[src/rtl/tag_frame_gen.sv]
// rtl/tag_frame_gen.sv - tag-backscatter frame source: junk, preamble, FM0 data, zero tail
module tag_frame_gen #(
  parameter int                      PREAMBLE_LEN = 80,
  parameter logic [PREAMBLE_LEN-1:0] PREAMBLE     = 80'hFFF07C03F0003FF,
  parameter int                      CNT_W        = 16,
  parameter int                      SYM_W        = 4,
  parameter logic [15:0]             LFSR_SEED    = 16'hACE1
) (
  input  logic             clk,
  input  logic             rst_n,
  input  logic             strobe,
  input  logic             start,
  input  logic [CNT_W-1:0] cfg_junk_len,
  input  logic [CNT_W-1:0] cfg_data_bits,
  input  logic [CNT_W-1:0] cfg_zero_len,
  input  logic [SYM_W-1:0] cfg_sym_period,
  input  logic [7:0]       cfg_flip_thresh,
  input  logic             cfg_loop,
  output logic             out_sample,
  output logic [1:0]       out_phase,
  output logic             exp_bit,
  output logic             exp_vld,
  output logic             busy,
  output logic             done
);

  localparam int PW = $clog2(PREAMBLE_LEN);

  typedef enum logic [2:0] {S_IDLE, S_JUNK, S_PREA, S_DATA, S_ZERO} state_e;

  state_e           state_q, state_d;
  logic [CNT_W-1:0] cnt_q, cnt_d;
  logic [SYM_W-1:0] sym_cnt_q, sym_cnt_d;
  logic [CNT_W-1:0] bit_cnt_q, bit_cnt_d;
  logic             level_q, level_d;
  logic             bit_q, bit_d;
  logic [15:0]      lfsr_q, lfsr_d;
  logic [CNT_W-1:0] junk_len_q, junk_len_d;
  logic [CNT_W-1:0] bits_q, bits_d;
  logic [CNT_W-1:0] zero_len_q, zero_len_d;
  logic [SYM_W-1:0] sym_q, sym_d;
  logic [7:0]       thresh_q, thresh_d;
  logic             loop_q, loop_d;
  logic             out_sample_q, out_sample_d;
  logic [1:0]       out_phase_q, out_phase_d;
  logic             exp_bit_q, exp_bit_d;
  logic             exp_vld_q, exp_vld_d;
  logic             busy_q, busy_d;
  logic             done_q, done_d;

  state_e           nxt;
  logic             enter;
  logic             frame_end;
  logic             relatch;
  logic             dummy;
  logic             cur_bit;
  logic [PW-1:0]    prea_idx;

  // Next-state logic: decide the phase for this strobe, then emit its sample.
  always_comb begin
    state_d      = state_q;
    cnt_d        = cnt_q;
    sym_cnt_d    = sym_cnt_q;
    bit_cnt_d    = bit_cnt_q;
    level_d      = level_q;
    bit_d        = bit_q;
    lfsr_d       = lfsr_q;
    junk_len_d   = junk_len_q;
    bits_d       = bits_q;
    zero_len_d   = zero_len_q;
    sym_d        = sym_q;
    thresh_d     = thresh_q;
    loop_d       = loop_q;
    out_sample_d = out_sample_q;
    out_phase_d  = out_phase_q;
    exp_bit_d    = exp_bit_q;
    exp_vld_d    = 1'b0;
    busy_d       = busy_q;
    done_d       = 1'b0;
    nxt          = state_q;
    enter        = 1'b0;
    frame_end    = 1'b0;
    relatch      = 1'b0;
    dummy        = 1'b0;
    cur_bit      = 1'b0;
    prea_idx     = '0;

    if (strobe) begin
      case (state_q)
        S_IDLE: if (start) relatch = 1'b1;
        S_JUNK: begin
          if (cnt_q == junk_len_q - 1'b1) begin
            nxt   = S_PREA;
            enter = 1'b1;
          end
        end
        S_PREA: begin
          if (cnt_q == CNT_W'(PREAMBLE_LEN - 1)) begin
            enter = 1'b1;
            if (bits_q != '0)          nxt = S_DATA;
            else if (zero_len_q != '0) nxt = S_ZERO;
            else                       frame_end = 1'b1;
          end
        end
        S_DATA: begin
          // Last sample of the trailing dummy symbol ends the phase.
          if (bit_cnt_q == bits_q && sym_cnt_q == sym_q - 1'b1) begin
            enter = 1'b1;
            if (zero_len_q != '0) nxt = S_ZERO;
            else                  frame_end = 1'b1;
          end
        end
        S_ZERO: if (cnt_q == zero_len_q - 1'b1) frame_end = 1'b1;
        default: nxt = S_IDLE;
      endcase

      if (frame_end) begin
        if (loop_q) relatch = 1'b1;
        else        nxt = S_IDLE;
      end

      if (relatch) begin
        junk_len_d = cfg_junk_len;
        bits_d     = cfg_data_bits;
        zero_len_d = cfg_zero_len;
        sym_d      = (cfg_sym_period < SYM_W'(2)) ? SYM_W'(2) : cfg_sym_period;
        thresh_d   = cfg_flip_thresh;
        loop_d     = cfg_loop;
        enter      = 1'b1;
        nxt        = (cfg_junk_len != '0) ? S_JUNK : S_PREA;
      end

      state_d = nxt;
      if (nxt == S_IDLE) begin
        busy_d       = 1'b0;
        done_d       = (state_q != S_IDLE);
        out_sample_d = 1'b0;
        out_phase_d  = 2'd3;
      end else begin
        busy_d = 1'b1;
        lfsr_d = {1'b0, lfsr_q[15:1]} ^ (lfsr_q[0] ? 16'hB400 : 16'h0000);
        cnt_d  = enter ? '0 : cnt_q + 1'b1;
        case (nxt)
          S_JUNK: begin
            out_sample_d = lfsr_q[0];
            out_phase_d  = 2'd0;
          end
          S_PREA: begin
            prea_idx     = PW'(PREAMBLE_LEN - 1) - cnt_d[PW-1:0];
            out_sample_d = PREAMBLE[prea_idx];
            out_phase_d  = 2'd1;
          end
          S_DATA: begin
            if (enter || sym_cnt_q == sym_q - 1'b1) begin
              // Symbol boundary: FM0 always toggles here; level starts from 0 on entry.
              sym_cnt_d = '0;
              bit_cnt_d = enter ? '0 : bit_cnt_q + 1'b1;
              dummy     = (bit_cnt_d == bits_q);
              cur_bit   = dummy ? 1'b1 : lfsr_q[1];
              bit_d     = cur_bit;
              level_d   = enter ? 1'b1 : ~level_q;
              if (!dummy) begin
                exp_bit_d = cur_bit;
                exp_vld_d = 1'b1;
              end
            end else begin
              // A 0 bit gets the extra mid-symbol transition.
              sym_cnt_d = sym_cnt_q + 1'b1;
              if (!bit_q && sym_cnt_d == (sym_q >> 1)) level_d = ~level_q;
            end
            out_sample_d = level_d ^ (lfsr_q[15:8] < thresh_q);
            out_phase_d  = 2'd2;
          end
          default: begin
            out_sample_d = 1'b0;
            out_phase_d  = 2'd3;
          end
        endcase
      end
    end
  end

  // State and output registers.
  always_ff @(posedge clk or negedge rst_n) begin
    if (!rst_n) begin
      state_q      <= S_IDLE;
      cnt_q        <= '0;
      sym_cnt_q    <= '0;
      bit_cnt_q    <= '0;
      level_q      <= 1'b0;
      bit_q        <= 1'b0;
      lfsr_q       <= LFSR_SEED;
      junk_len_q   <= '0;
      bits_q       <= '0;
      zero_len_q   <= '0;
      sym_q        <= '0;
      thresh_q     <= '0;
      loop_q       <= 1'b0;
      out_sample_q <= 1'b0;
      out_phase_q  <= 2'd3;
      exp_bit_q    <= 1'b0;
      exp_vld_q    <= 1'b0;
      busy_q       <= 1'b0;
      done_q       <= 1'b0;
    end else begin
      state_q      <= state_d;
      cnt_q        <= cnt_d;
      sym_cnt_q    <= sym_cnt_d;
      bit_cnt_q    <= bit_cnt_d;
      level_q      <= level_d;
      bit_q        <= bit_d;
      lfsr_q       <= lfsr_d;
      junk_len_q   <= junk_len_d;
      bits_q       <= bits_d;
      zero_len_q   <= zero_len_d;
      sym_q        <= sym_d;
      thresh_q     <= thresh_d;
      loop_q       <= loop_d;
      out_sample_q <= out_sample_d;
      out_phase_q  <= out_phase_d;
      exp_bit_q    <= exp_bit_d;
      exp_vld_q    <= exp_vld_d;
      busy_q       <= busy_d;
      done_q       <= done_d;
    end
  end

  assign out_sample = out_sample_q;
  assign out_phase  = out_phase_q;
  assign exp_bit    = exp_bit_q;
  assign exp_vld    = exp_vld_q;
  assign busy       = busy_q;
  assign done       = done_q;

endmodule

[config.mk]
export PLATFORM = sky130hd
export DESIGN_NAME = tag_frame_gen
export DESIGN_NICKNAME = d
export VERILOG_FILES = /design/src/rtl/tag_frame_gen.sv
export SDC_FILE = /design/constraint.sdc
export NUM_CORES = 1
export LEC_CHECK = 0
export ABC_CLOCK_PERIOD_IN_PS = 5600
export BUFFER_PORTS_ARGS = -buffer_cell sky130_fd_sc_hd__buf_2
export CAP_MARGIN = 40
export CORE_MARGIN = 4
export CORE_UTILIZATION = 42
export DETAILED_ROUTE_END_ITERATION = 8
export HOLD_SLACK_MARGIN = 0.12
export PLACE_DENSITY = 0.65
export SYNTH_ARGS = -nofsm -noshare
export SYNTH_HDL_FRONTEND = slang
export SYNTH_SLANG_ARGS = --single-unit
export TNS_END_PERCENT = 1
[constraint.sdc]
create_clock -name clk -period 5.6 [get_ports clk]
set_input_delay 1.12 -clock clk [delete_from_list [all_inputs] [get_ports clk]]
set_output_delay 1.12 -clock clk [all_outputs]
set_load 0.005 [all_outputs]
==> results.cfg, run 1 <==
[power_and_ir_drop]
power.leakage_nw = 3.81
power.density_nw_per_um2 = 464
peakVddDrop_mv = 0.238

[drt]
drcViolationCount = 0
first_pass_iters = 5
routed_via_density = 5.56
routedWlPerCell_um = 16.7
drtIter0Drc = 386
routed_wl_mm = 18.7
vias = 6255
antenna_left = 0

[clocking]
clk_latency_ns = 0.43
cts_hold_buf = 0
path_clk_slew_ns = 0.06
numCtsBuffers = 17
cts-htree-levels = 4
clk_path_buf_depth = 2
root_buffer = clkbuf_16
clock_sinks = 125
cts_tree = done
post_cts.repair.setup_buffers = 0
cts_resized = 0

[sta]
hold_slack_ns = 0.504
hold_viol_final = 0
slew_violations = 0
fin_crit_sh = 0.852
fin_ws_ns = 0.826
slew_headroom = 0.475
tns_ns = 0
fmax_mhz = 209
tightest_slew_ns = 0.787
rsz0062_at_grt = false
period_minus_slack_ns = 4.77
final-setup-viol-count = 0
fin_skew_ns = 0.0208

[place]
dp_cells = 1092
numPortBuffers = 71
dp_slack_ns = 0.931
post-dp-hpwl_mm = 13.6
gp_congestion = 0.871

[floorplan]
die_h_um = 146
fp.dieArea_um2 = 21200
die_x_um = 146
start_util = 0.427
rows = 50
io_pins = 72
core_area_um2 = 18600

[global_routing]
grt_overflow_total = 0
grt_usage = 0.182
grt_start_max_net_pins = 49
grt_antenna_before_repair = 0
grt_pass1_wl_mm = 31.6
grt_pass1_vias = 6208

[worst_setup_path]
path_delay_family = compound AO/OA/AOI/OAI gates
cp-startpoint = junk_len_q[0]
cp.depth = 18
cpMostUsedCell = o21ai_0
cp_max_fo = 7
cp_cell_sequence = inv_1, ha_1, nor3b_1, nand3_1, o211ai_1, o2bb2a_1, a41oi_1, o211ai_2, or2_2, ha_1, and3_1, o211ai_1, o21ai_0, a211oi_1, o21ai_0, mux2_2, o21ai_0, a21bo_2
timing.critical_path.buf_inv = 1
slowest_stage = nor3b_1
slowest_delay_ns = 0.68
r2r_start = junk_len_q[0]
critPathCapture = out_sample
path_class = register to register
reg2reg_slack_ns = 0.83
cp-end-kind = register
r2r_cells = 18
crit_path_start_kind = register
critical_path_required_ns = 5.97
r2r-end = out_sample
arrival_ns = 5.15

[layout]
drive_above_1_share = 0.247
area_delta_synth_final_pct = 14.5
diodes = 0
fill_cells = 1775
finalNonFillerCells = 1124
fin_nets = 956

[synthesis]
synth_top_cells_by_area = dfrtp_1 36%, mux2_2 10%, xor2_1 5.4%, xnor2_1 5.3%, o21ai_0 4.1%
synth_warnings = 0
syn-cell-area_um2 = 7950
synth_edf_count = 0
yosysTopAreaCellShare = 0.362
async_flop_share = 1.00
synth-seq-cells = 125
seq_area_frac_synth = 0.395
synthTopCellsByCount = 115 x dfrtp_1, 73 x mux2_2, 65 x o21ai_0
syn_nets = 903
syn-mean-instance-area_um2 = 9.65
synth_cell_types = 74
synth_top_area_cell = dfrtp_1
synth_flop_cell = dfrtp_1
synth_most_common_cell = dfrtp_1
syn-instance-count = 824

[worst_hold_path]
hp-class = register to register
hold_start = lfsr_q[13]

[outcome]
outcome = completed

[job]
drv_cap = 0
-- metrics by stage --
stage	utilization	cell area (µm²)	total power (W)
CTS	0.489	9110	0.00426
floorplan	-	7950	0.00269
finish	0.489	9110	0.00423
global placement	0.455	8470	0.00307
detailed placement	0.456	8490	0.00310
global route	0.489	9110	0.00453
-- registers in the layout, indices dropped and copies added, names as in the netlist, 2 cells and up --
signal,cells
sym_q,4
zero_len_q,16
junk_len_q,16
thresh_q,8
out_phase,2
cnt_q,16
bits_q,16
state_q,3
lfsr_q,16
bit_cnt_q,16
sym_cnt_q,4
-- worst min path at each step --
| stage | endpoint | slack (ns) | cells past startpoint |
|---|---|---|---|
| after global placement | lfsr_q[10] | 0.48 | 2 |
| after CTS | lfsr_q[13] | 0.50 | 2 |
| after floorplan | lfsr_q[10] | 0.47 | 2 |
| after detailed placement | lfsr_q[1] | 0.49 | 1 |
| final | lfsr_q[13] | 0.50 | 2 |
| after global routing | thresh_q[1] | 0.52 | 1 |
-- power breakdown --
part	switching (W)	internal (W)	total, W
sequential	0.000410	0.00118	0.00159
combinational	0.000745	0.000750	0.00149
clock	0.000437	0.000706	0.00114
-- cells in the final DEF, fill, tap and decap left out, types with 19 or more instances in the layout --
| cell | count |
|---|---|
| a21oi_1 | 24 |
| buf_2 | 70 |
| dfrtp_1 | 115 |
| inv_1 | 25 |
| mux2_2 | 73 |
| nand2_1 | 49 |
| nand3_1 | 19 |
| nor2_1 | 51 |
| o21ai_0 | 65 |
| o31ai_1 | 19 |
| xnor2_1 | 48 |
| xor2_1 | 49 |
-- cells by family after synthesis --
group           count (synthesis)  synth area share
simple gates                  268             0.188
compound gates                176             0.146
flops                         125             0.395
xor+xnor                       98             0.110
mux                            74             0.105
buf+inv                        69            0.0345
fa+ha+maj                      14            0.0220
-- layout make-up --
type | instances | area, µm² | area share
Sequential cell | 125 | 3140 | 0.345
Clock inverter | 11 | 133 | 0.0146
Tap cell | 234 | 293 | 0.0321
Timing Repair Buffer | 78 | 423 | 0.0464
Inverter | 25 | 93.8 | 0.0103
Clock buffer | 21 | 480 | 0.0528
Multi-Input combinational cell | 630 | 4540 | 0.499
-- per-layer routing --
layer | wire length, µm | vias up | track usage | share of wire
met3 | 563 | 14 | 0.0355 | 0.030
li1 | - | 3089 | - | -
met5 | 0 | - | 0 | 0
met2 | 9310 | 104 | 0.314 | 0.50
met4 | 194 | 0 | 0.0480 | 0.010
met1 | 8680 | 3048 | 0.235 | 0.46
-- worst min-delay path, stage by stage, from the launching register on --
cell and delay [ns]:
dfstp_2 0.38, nand2_1 0.05, o21ai_0 0.07
Power figures use the tool's default switching activity.
==> run 2, diff against run 1 <==
--- a/config.mk
+++ b/config.mk
@@ -12,7 +12,6 @@
 export CORE_UTILIZATION = 42
 export DETAILED_ROUTE_END_ITERATION = 8
 export HOLD_SLACK_MARGIN = 0.12
-export PLACE_DENSITY = 0.65
 export SYNTH_ARGS = -nofsm -noshare
 export SYNTH_HDL_FRONTEND = slang
 export SYNTH_SLANG_ARGS = --single-unit
==> run 2 against run 1 <==
- critical path depth grew 1
- hold slack worse by 0.0088 ns
- clock skew is 0.013 ns lower
- total power is 0.72% higher
==> results.cfg, run 2 (synthesized netlist as in run 1, its figures left out) <==
[sta]
period_minus_slack_ns = 5.16
slew_headroom = 0.486
hold_viol_final = 0
tightest_slew_ns = 0.768
slew_violations = 0
fmax_mhz = 194
fin_skew_ns = 0.00804
fin_crit_sh = 0.922
final-setup-viol-count = 0
tns_ns = 0
fin_ws_ns = 0.437
rsz0062_at_grt = false

[power_and_ir_drop]
p_comb_frac = 0.360
power.density_nw_per_um2 = 467
peakVddDrop_mv = 0.222
internal_power_w = 0.00266
p_clk_frac = 0.269
p_total_w = 0.00426
netSwitchingPower_w = 0.00160
p_sw_frac = 0.376
power.leakage_nw = 3.83
seqPwrFrac = 0.371

[worst_setup_path]
critical_path_required_ns = 5.96
cp_max_fo = 17
cp-end-kind = register
slowest_delay_ns = 0.66
path_delay_family = compound AO/OA/AOI/OAI gates
timing.critical_path.buf_inv = 2
cp_cell_sequence = inv_1, ha_1, nor2b_1, nand2_2, or4_1, a2111oi_2, nand4_2, o211ai_2, inv_1, nand2_1, ha_1, and3_1, o211ai_1, o21ai_0, a211oi_1, o21ai_0, mux2_2, o21ai_0, a21bo_2
crit_path_start_kind = register
path_class = register to register
slowest_stage = o211ai_2
cpMostUsedCell = o21ai_0
arrival_ns = 5.52

[global_routing]
grt_overflow_total = 0
grt_start_max_net_pins = 53
grt_usage = 0.186
grt_antenna_before_repair = 0
grt_pass1_wl_mm = 32.4
grt_pass1_vias = 6287

[floorplan]
start_util = 0.427
rows = 50
core_area_um2 = 18600
die_h_um = 146
die_x_um = 146
fp.dieArea_um2 = 21200
io_pins = 72

[layout]
layout_common_cells = 115 x dfrtp_1, 73 x mux2_2, 70 x buf_2, 65 x o21ai_0, 51 x nor2_1
final_common_cell = dfrtp_1
drive_above_1_share = 0.248
diodes = 0
fill_cells = 1760
area_delta_synth_final_pct = 14.7
fin_nets = 960
fin_area_um2 = 9120

[drt]
routed_wl_mm = 19.2
antenna_left = 0
routed_via_density = 5.62
vias = 6344
drtIter0Drc = 431
first_pass_iters = 7
routedWlPerCell_um = 17.0
drcViolationCount = 0

[place]
numPortBuffers = 71
gp_congestion = 0.882
post-dp-hpwl_mm = 14.1
dp_slack_ns = 0.479
place_area_um2 = 8510

[clocking]
post_cts.repair.setup_buffers = 0
clk_path_buf_depth = 2
cts_tree = done
numCtsBuffers = 17
clk_latency_ns = 0.42
cts_resized = 0
clock_sinks = 125
root_buffer = clkbuf_16
path_clk_slew_ns = 0.06
cts_hold_buf = 0
cts-htree-levels = 4

[outcome]
outcome = completed

[worst_hold_path]
hp-class = register to register

[job]
drv_cap = 0
==> run 2: final timing paths <==
kind                               startpoint            end  slack [ns]  cells past startpoint
worst max-delay path            zero_len_q[0]     out_sample        0.44                     19
worst min-delay path               lfsr_q[13]     lfsr_q[13]        0.50                      2
worst max register to register  zero_len_q[0]     out_sample        0.44                     19
worst min register to register     lfsr_q[13]     lfsr_q[13]        0.50                      2
max in group asynchronous               rst_n  zero_len_q[2]        3.97                      2
min in group asynchronous               rst_n    thresh_q[1]        0.62                      1
==> run 2: cell type report <==
class	instances	area [µm²]	share of cell area
multi-input combinational	630	4540	0.498
sequential	125	3140	0.344
clock buffer	20	447	0.0490
timing repair buffer	82	440	0.0483
tap	234	293	0.0321
clock inverter	12	163	0.0178
inverter	25	93.8	0.0103
==> run 2: power groups by stage <==
stage / Combinational [W] / Sequential (W) / Clock, W
6_report: 0.00153 / 0.00158 / 0.00115
4_1_cts: 0.00154 / 0.00158 / 0.00117
5_1_grt: 0.00172 / 0.00163 / 0.00121
2_1_floorplan: 0.00124 / 0.00145 / 0
3_3_place_gp: 0.00152 / 0.00159 / 0
3_5_place_dp: 0.00153 / 0.00160 / 0
==> run 2: stage by stage <==
| step | utilization | cells | hold WS (ns) |
|---|---|---|---|
| 6_report | 0.489 | 1128 | 0.496 |
| 3_5_place_dp | 0.457 | 1096 | 0.488 |
| 4_1_cts | 0.489 | 1128 | 0.501 |
| 2_1_floorplan | - | 824 | 0.465 |
| 3_3_place_gp | 0.457 | 1096 | 0.483 |
| 5_1_grt | 0.489 | 1128 | 0.510 |
==> run 2: layer usage <==
layer | wire length [µm] | global-route usage | up-vias
met1 | 8610 | 0.241 | 3080
met2 | 9530 | 0.320 | 139
li1 | - | - | 3105
met3 | 691 | 0.0330 | 20
met5 | 0 | 0 | -
met4 | 329 | 0.0584 | 0
==> run 2: worst register-to-register path: stages, from the launching register on <==
cell	delay, ns
dfrtp_1	0.41
inv_1	0.07
ha_1	0.18
nor2b_1	0.35
nand2_2	0.14
or4_1	0.51
a2111oi_2	0.41
nand4_2	0.21
o211ai_2	0.66
inv_1	0.27
nand2_1	0.17
ha_1	0.29
and3_1	0.20
o211ai_1	0.14
o21ai_0	0.11
a211oi_1	0.25
o21ai_0	0.14
mux2_2	0.27
o21ai_0	0.17
a21bo_2	0.16
==> run 3, diff against run 2 <==
==> constraint.sdc (replaced) <==
create_clock -name clk -period 5.6 [get_ports clk]
set_input_delay 0.84 -clock clk [delete_from_list [all_inputs] [get_ports clk]]
set_output_delay 0.84 -clock clk [all_outputs]
set_load 0.005 [all_outputs]
==> run 3 against run 2 <==
- non-clock buffer count rose by 1
- sequential share of layout area fell by 0.10 points
- cell area rose by 0.30%
- highest routed layer unchanged
- combinational power barely moved
- maximum frequency rose by 1.9%
- routed wire length rose by 0.14%
- largest cell class unchanged
- total power rose by 0.45%
- first-iteration DRC count fell by 7.4%
- clock skew rose by 0.00084 ns
- critical path depth fell by 2
==> results.cfg, run 3 (synthesized netlist as in run 1, its figures left out) <==
[drt]
routed_wl_mm = 19.2
drcViolationCount = 0
first_pass_iters = 5
antenna_left = 0
routed_via_density = 5.60
drtIter0Drc = 399
routedWlPerCell_um = 17.0
vias = 6323

[global_routing]
grt_pass1_vias = 6387
grt_start_max_net_pins = 53
grt_overflow_total = 0
grt_antenna_before_repair = 0
grt_usage = 0.187
grt_pass1_wl_mm = 32.6

[clocking]
clock_sinks = 125
path_clk_slew_ns = 0.06
cts_resized = 0
cts_tree = done
clk_latency_ns = 0.42
post_cts.repair.setup_buffers = 0
numCtsBuffers = 17
cts_hold_buf = 0
root_buffer = clkbuf_16
clk_path_buf_depth = 2
cts-htree-levels = 4

[worst_setup_path]
crit_path_start_kind = register
cp_max_fo = 17
critical_path_required_ns = 5.96
cpMostUsedCell = o21ai_0
slowest_stage = o211ai_2
cp_cell_sequence = nor4_4, nand2_2, or4_1, a2111oi_2, nand4_2, o211ai_2, inv_1, nand2_1, ha_1, and3_1, o211ai_1, o21ai_0, a211oi_1, o21ai_0, mux2_2, o21ai_0, a21bo_2
path_class = register to register
cp-end-kind = register
slowest_delay_ns = 0.64
arrival_ns = 5.43

[sta]
fin_ws_ns = 0.531
fmax_mhz = 197
slew_headroom = 0.505
hold_slack_ns = 0.480
tightest_slew_ns = 0.740
period_minus_slack_ns = 5.07
rsz0062_at_grt = false
fin_skew_ns = 0.00888
slew_violations = 0
final-setup-viol-count = 0
tns_ns = 0
fin_crit_sh = 0.905
hold_viol_final = 0

[job]
drv_cap = 0

[layout]
finalNonFillerCells = 1129
area_delta_synth_final_pct = 15.0
layout_common_cells = 115 x dfrtp_1, 73 x mux2_2, 70 x buf_2, 65 x o21ai_0, 51 x nor2_1
fin_nets = 961
final_common_cell = dfrtp_1
diodes = 0
drive_above_1_share = 0.250

[floorplan]
io_pins = 72
rows = 50
core_area_um2 = 18600
start_util = 0.427
die_x_um = 146
die_h_um = 146
fp.dieArea_um2 = 21200

[place]
post-dp-hpwl_mm = 14.3
numPortBuffers = 71
dp_cells = 1097
gp_congestion = 0.887
dp_slack_ns = 0.498

[worst_hold_path]
hp-class = primary input to asynchronous set/reset pin

[power_and_ir_drop]
power.density_nw_per_um2 = 468
peakVddDrop_mv = 0.247
power.leakage_nw = 3.84

[outcome]
outcome = completed
[run 3: cell types whose count changed in the layout (fill, tap and decap cells not counted)]
| cell | previous run | this run |
|---|---|---|
| clkinvlp_4 | 2 | 4 |
| buf_12 | 0 | 1 |
| clkbuf_8 | 1 | 2 |
| clkbuf_1 | 2 | 1 |
| clkinv_4 | 4 | 1 |
| inv_6 | 2 | 3 |
[run 3: where the power goes]
part	switching [W]	internal, W
clock	0.000430	0.000727
combinational	0.000776	0.000764
sequential	0.000401	0.00118
total	0.00161	0.00267
[run 3: critical path, delay by kind of cell (launching register included)]
kind / cells / cell delay, ns
fa+ha+maj: 1 / 0.29
simple gates: 6 / 1.78
compound gates: 8 / 1.95
buf+inv: 1 / 0.27
flops: 1 / 0.47
mux: 1 / 0.26
[run 3: worst paths after layout]
| kind | slack [ns] | from | cells after the start | end |
|---|---|---|---|---|
| worst max register to register | 0.53 | zero_len_q[3] | 17 | out_sample |
| worst min-delay path | 0.48 | rst_n | 2 | thresh_q[1] |
| min in group clk | 0.50 | lfsr_q[10] | 2 | lfsr_q[10] |
| max in group asynchronous | 4.54 | rst_n | 3 | bits_q[12] |
| worst min register to register | 0.50 | lfsr_q[10] | 2 | lfsr_q[10] |
| worst max-delay path | 0.53 | zero_len_q[3] | 17 | out_sample |
[run 3: per-stage QoR]
step | utilization | cell area [µm²] | total power, W
6_report | 0.491 | 9150 | 0.00428
5_1_grt | 0.491 | 9150 | 0.00457
4_1_cts | 0.491 | 9150 | 0.00431
3_5_place_dp | 0.458 | 8530 | 0.00314
3_3_place_gp | 0.457 | 8510 | 0.00311
2_1_floorplan | - | 7950 | 0.00269
[run 3: final cells by class]
| class | count | area, µm² |
|---|---|---|
| clock inverter | 12 | 160 |
| multi-input combinational | 630 | 4540 |
| timing repair buffer | 83 | 460 |
| inverter | 25 | 93.8 |
| sequential | 125 | 3140 |
| fill | 1769 | 9490 |
| tap | 234 | 293 |
| clock buffer | 20 | 457 |
[run 3: layer usage]
metal	routed length [µm]	GRT usage	up-vias
met5	0	0	-
met2	9440	0.315	139
met3	645	0.0311	35
li1	-	-	3101
met1	8620	0.243	3048
met4	481	0.0736	0
